==> src/rtl/ysyx_22041412_mem_arbiter.sv <==
// ysyx_22041412_mem_arbiter
// Two-client line arbiter: an I-side fetch port (read-only, abortable) and a
// D-side load/store port share one downstream memory port. At most one
// downstream transaction is in flight. Ties alternate against the last winner.
//
// Handshake summary (all signals sampled on the rising edge of clk):
//   - i_valid / d_valid are level requests, held by the requester until its
//     one-cycle i_ready / d_ready completion pulse (or i_clear for an abort).
//   - m_valid rises the cycle after a grant; m_valid, m_we, m_addr and m_wdata
//     stay frozen until m_ready is sampled high while m_valid is high. m_ready
//     seen while m_valid is low is ignored.
//   - After every ready/clear pulse the arbiter spends that pulse cycle idle
//     (turnaround) so a requester can drop or change its request before the
//     next arbitration.
module ysyx_22041412_mem_arbiter (
    input  logic         clk,
    input  logic         rst,
    input  logic         i_valid,
    input  logic [31:0]  i_addr,
    input  logic         i_abort,
    output logic         i_ready,
    output logic [127:0] i_rdata,
    output logic         i_clear,
    input  logic         d_valid,
    input  logic         d_we,
    input  logic [31:0]  d_addr,
    input  logic [127:0] d_wdata,
    output logic         d_ready,
    output logic [127:0] d_rdata,
    output logic         m_valid,
    output logic         m_we,
    output logic [31:0]  m_addr,
    output logic [127:0] m_wdata,
    input  logic         m_ready,
    input  logic [127:0] m_rdata,
    output logic [1:0]   dbg_state_o
);

    typedef enum logic [1:0] {
        S_IDLE    = 2'd0,
        S_GRANT_I = 2'd1,
        S_GRANT_D = 2'd2,
        S_DRAIN   = 2'd3
    } state_t;

    localparam logic LG_I = 1'b0;
    localparam logic LG_D = 1'b1;

    state_t         state_q;
    logic           last_grant_q;
    logic           i_ready_q;
    logic           d_ready_q;
    logic           i_clear_q;
    logic [127:0]   i_rdata_q;
    logic [127:0]   d_rdata_q;
    logic           m_valid_q;
    logic           m_we_q;
    logic [31:0]    m_addr_q;
    logic [127:0]   m_wdata_q;

    logic           arb_open;
    logic           i_req;
    logic           d_req;
    logic           win_i;
    logic           win_d;
    logic           m_done;
    logic           unused_addr_bits;

    // Line addresses only: the byte offset inside a line is dropped.
    assign unused_addr_bits = ^{i_addr[3:0], d_addr[3:0]};

    // Arbitration inputs: an I request being aborted this cycle is not eligible.
    always_comb begin
        arb_open = !i_ready_q && !d_ready_q && !i_clear_q;
        i_req    = i_valid && !i_abort;
        d_req    = d_valid;
        win_d    = d_req && (!i_req || (last_grant_q == LG_I));
        win_i    = i_req && !win_d;
        m_done   = m_valid_q && m_ready;
    end

    // Main FSM: grant, hold the downstream request, complete or drain.
    always_ff @(posedge clk) begin
        if (rst) begin
            state_q      <= S_IDLE;
            last_grant_q <= LG_I;
            i_ready_q    <= 1'b0;
            d_ready_q    <= 1'b0;
            i_clear_q    <= 1'b0;
            i_rdata_q    <= '0;
            d_rdata_q    <= '0;
            m_valid_q    <= 1'b0;
            m_we_q       <= 1'b0;
            m_addr_q     <= '0;
            m_wdata_q    <= '0;
        end else begin
            i_ready_q <= 1'b0;
            d_ready_q <= 1'b0;
            i_clear_q <= 1'b0;
            case (state_q)
                S_IDLE: begin
                    if (i_abort) begin
                        i_clear_q <= 1'b1;
                    end
                    if (arb_open && win_d) begin
                        state_q      <= S_GRANT_D;
                        last_grant_q <= LG_D;
                        m_valid_q    <= 1'b1;
                        m_we_q       <= d_we;
                        m_addr_q     <= {d_addr[31:4], 4'b0};
                        m_wdata_q    <= d_wdata;
                    end else if (arb_open && win_i) begin
                        state_q      <= S_GRANT_I;
                        last_grant_q <= LG_I;
                        m_valid_q    <= 1'b1;
                        m_we_q       <= 1'b0;
                        m_addr_q     <= {i_addr[31:4], 4'b0};
                        m_wdata_q    <= '0;
                    end
                end
                S_GRANT_I: begin
                    if (i_abort) begin
                        if (m_done) begin
                            m_valid_q <= 1'b0;
                            i_clear_q <= 1'b1;
                            state_q   <= S_IDLE;
                        end else begin
                            state_q   <= S_DRAIN;
                        end
                    end else if (m_done) begin
                        m_valid_q <= 1'b0;
                        i_rdata_q <= m_rdata;
                        i_ready_q <= 1'b1;
                        state_q   <= S_IDLE;
                    end
                end
                S_GRANT_D: begin
                    if (i_abort) begin
                        i_clear_q <= 1'b1;
                    end
                    if (m_done) begin
                        m_valid_q <= 1'b0;
                        if (!m_we_q) begin
                            d_rdata_q <= m_rdata;
                        end
                        d_ready_q <= 1'b1;
                        state_q   <= S_IDLE;
                    end
                end
                S_DRAIN: begin
                    if (m_done) begin
                        m_valid_q <= 1'b0;
                        i_clear_q <= 1'b1;
                        state_q   <= S_IDLE;
                    end
                end
                default: begin
                    state_q <= S_IDLE;
                end
            endcase
        end
    end

    assign i_ready     = i_ready_q;
    assign d_ready     = d_ready_q;
    assign i_clear     = i_clear_q;
    assign i_rdata     = i_rdata_q;
    assign d_rdata     = d_rdata_q;
    assign m_valid     = m_valid_q;
    assign m_we        = m_we_q;
    assign m_addr      = m_addr_q;
    assign m_wdata     = m_wdata_q;
    assign dbg_state_o = state_q;

endmodule

==> config.mk <==
export PLATFORM = sky130hd
export DESIGN_NAME = ysyx_22041412_mem_arbiter
export DESIGN_NICKNAME = d
export VERILOG_FILES = /design/src/rtl/ysyx_22041412_mem_arbiter.sv
export SDC_FILE = /design/constraint.sdc
export NUM_CORES = 1
export LEC_CHECK = 0
export ABC_AREA = 1
export ABC_CLOCK_PERIOD_IN_PS = 1650
export CAP_MARGIN = 20
export CORE_AREA = 2 2 289 291
export DETAILED_ROUTE_END_ITERATION = 8
export DIE_AREA = 0 0 291 293
export PLACE_DENSITY_LB_ADDON = 0.15
export SLEW_MARGIN = 20
export SYNTH_ARGS = -nofsm -noshare
export SYNTH_HDL_FRONTEND = slang
export SYNTH_SLANG_ARGS = --single-unit
==> constraint.sdc <==
create_clock -name clk -period 1.65 [get_ports clk]
set_input_delay 0.33 -clock clk [delete_from_list [all_inputs] [get_ports clk]]
set_output_delay 0.33 -clock clk [all_outputs]
set_load 0.05 [all_outputs]
==> results_dict.tcl <==
set metrics [dict create \
    setup_viol 0 \
    dieArea_mm2 0.0853 \
    fin_skew_ps 30.2 \
    placed_cells 3727 \
    finalNonFillerCells 3827 \
    path_cells "buf_4" \
    via_per_inst 4.17 \
    vdd_drop_max_mv 0.688 \
    synth.avg_cell_area_um2 7.66 \
    slew_violations 0 \
    p_leak_nw 11.3 \
    power_density_mw_per_mm2 1190 \
    synth_most_common_cell "nor2_1" \
    synth_edf_count 0 \
    clockRootBuffer "clkbuf_16" \
    setup-tns-final_ps 0 \
    holdWs_ps 322 \
    drc_errors 0 \
    rsz0062_at_grt "no" \
    multi_input_area_mm2 0.00582 \
    vias 16000 \
    crit_fanout 2 \
    synthDistinctLibCells 21 \
    hold_path.class "input port to flip-flop" \
    maxCapViolCount 0 \
    slowest_delay_ps 400 \
    min_period_over_period_pct 94.5 \
    crit_cells 1 \
    cts_tree "done" \
    port_buffers 737 \
    fin_nets 3038 \
    critPathTopFamily "flip-flops" \
    die_y_um 293 \
    r2r_cells 7 \
    post_drt_wl_per_cell_um 17.9 \
    grt_max_degree 107 \
    cts.sinks 420 \
    yosysWarningCount 0 \
    crit_type "flip-flop to output pin" \
    cpMaxStageDelayCell "dfxtp_1" \
    slew_headroom_pct 60.7 \
    critPathCaptureType "output pin" \
    synth_seq_cells 420 \
    ant_nets 0 \
    place.gp.congestion 0.830 \
    synthCells 1980 \
    first_iter_violations 857 \
    arrival_ps 1230 \
    netlist_area_mm2 0.0152 \
    start_util_pct 18.5 \
    drtPass1Iterations 6 \
    grt_usage_pct 15.3 \
    area_growth_pct 66.5 \
    drive_gt1_share_pct 22.5 \
    die_x_um 291 \
    num_io_pins 750 \
    clkLatencyLatePin_ps 600 \
    outcome "finished, final reports clean" \
    synth-main-ff-cell "dfxtp_1" \
    critPathLaunchType "flip-flop" \
    synthArstFlopShare_pct 0 \
    critical_path_required_ps 1320 \
    fill_cells 8742 \
    yosys.area.top_type "dfxtp_1" \
    ys_seq_area_share_pct 55.4 \
    min_period_ps 1560 \
    htreeDepth 2 \
    grt_overflow 0 \
    tightest_slew_ps 589 \
    grt_pass1_vias 16000 \
    numCtsBuffers 50 \
    coreArea_mm2 0.0818 \
    post_cts_buffers 0 \
    synth.top_cell.area_share_pct 55.4 \
    seqCellArea_mm2 0.00842 \
    clk_pin_slew_ps 60 \
    synthTopCellsByArea "dfxtp_1 (55%), nor2_1 (13%), o21ai_0 (9.0%), a21oi_1 (5.3%), nand3_1 (5.2%)" \
    dpl.hpwl_um 50400 \
    rows 105 \
    critPathBufInv 1 \
    min_path_cells 3 \
    hold_viol 0 \
    totalWireLength_um 68600 \
    antenna_found_initial 10 \
    clockBufferDepth 3 \
    grt_pass1_wl_um 102000 \
    fmax_mhz 642 \
    synthTopCellsByCount "nor2_1 (521), dfxtp_1 (420), o21ai_0 (272)" \
]
==> metal layers <==
layer	track usage, %	vias to the layer above	share of wire (%)
met5	0	-	0.052
met4	4.49	6	2.5
met3	5.93	99	9.4
met2	26.3	574	48
met1	17.6	7397	40
li1	-	7893	-
==> where the power goes <==
| group | total (W) | leakage, nW | switching (W) | internal, W |
|---|---|---|---|---|
| clock | 0.0118 | 0.858 | 0.00466 | 0.00710 |
| combinational | 0.00713 | 6.99 | 0.00455 | 0.00258 |
| sequential | 0.0111 | 3.41 | 0.000352 | 0.0108 |
==> repair_timing <==
item / CTS / global route
endpoints found under the hold margin: 3 / 0
hold buffers: 1 / 0
gates resized for setup: 0 / 6
setup endpoints to repair: 0 / 119
==> layout make-up <==
cell class	instances	share of cell area [%]
Tap cell	1070	5.30
Antenna cell	5	0.0496
Sequential cell	420	33.3
Clock buffer	69	5.60
Clock inverter	24	1.30
Multi-Input combinational cell	1331	23.0
Inverter	70	1.08
Timing Repair Buffer	838	30.3
==> sequential cells by signal, indices dropped and copies added, names as in the netlist <==
| register | flops |
|---|---|
| m_valid | 1 |
| m_we | 1 |
| i_rdata | 128 |
| m_wdata | 128 |
| i_ready | 1 |
| last_grant_q | 1 |
| i_clear | 1 |
| d_ready | 1 |
| d_rdata | 128 |
| m_addr | 28 |
| dbg_state_o | 2 |
==> worst paths after layout <==
| check | startpoint | to | slack, ps |
|---|---|---|---|
| worst min register to register | m_wdata[34] | m_wdata[34] | 460 |
| worst max-delay path | i_rdata[31] | i_rdata[31] | 90 |
| worst min-delay path | d_wdata[34] | m_wdata[34] | 320 |
| worst max register to register | d_ready | m_wdata[52] | 100 |
==> cells in the final DEF, fill, tap and decap left out, drive strengths merged <==
master,count
clkinv,14
dfxtp,420
o21ai,285
clkinvlp,2
dlygate4sd3,1
conb,4
nor2,524
o21a,1
nand2,193
clkbuf,70
nand3,160
inv,71
diode,5
buf,519
clkdlybuf4s50,317
a21oi,162
bufinv,7
nor3,2
==> cells by family (layout without fill, tap and decap cells) <==
logic type | after synthesis | in the layout | share of synthesized area [%]
AO/OA/AOI/OAI | 448 | 448 | 14.8
buffers and inverters | 232 | 1001 | 6.49
AND/OR/NAND/NOR | 879 | 879 | 23.2
other | 1 | 9 | 0.0247
flip-flops | 420 | 420 | 55.4
==> per-stage QoR <==
| step | worst slack (ps) | cell area (um^2) | power (W) | util (%) |
|---|---|---|---|---|
| after floorplan | 104 | 15200 | 0.0153 | - |
| after global placement | -429 | 23400 | 0.0185 | 28.6 |
| after detailed placement | -415 | 23400 | 0.0186 | 28.6 |
| after CTS | 8.35 | 25200 | 0.0305 | 30.8 |
| after global routing | 2.49 | 25200 | 0.0314 | 30.8 |
| final | 91.2 | 25200 | 0.0300 | 30.8 |
Note: power is estimated with default switching activity, not from simulation.
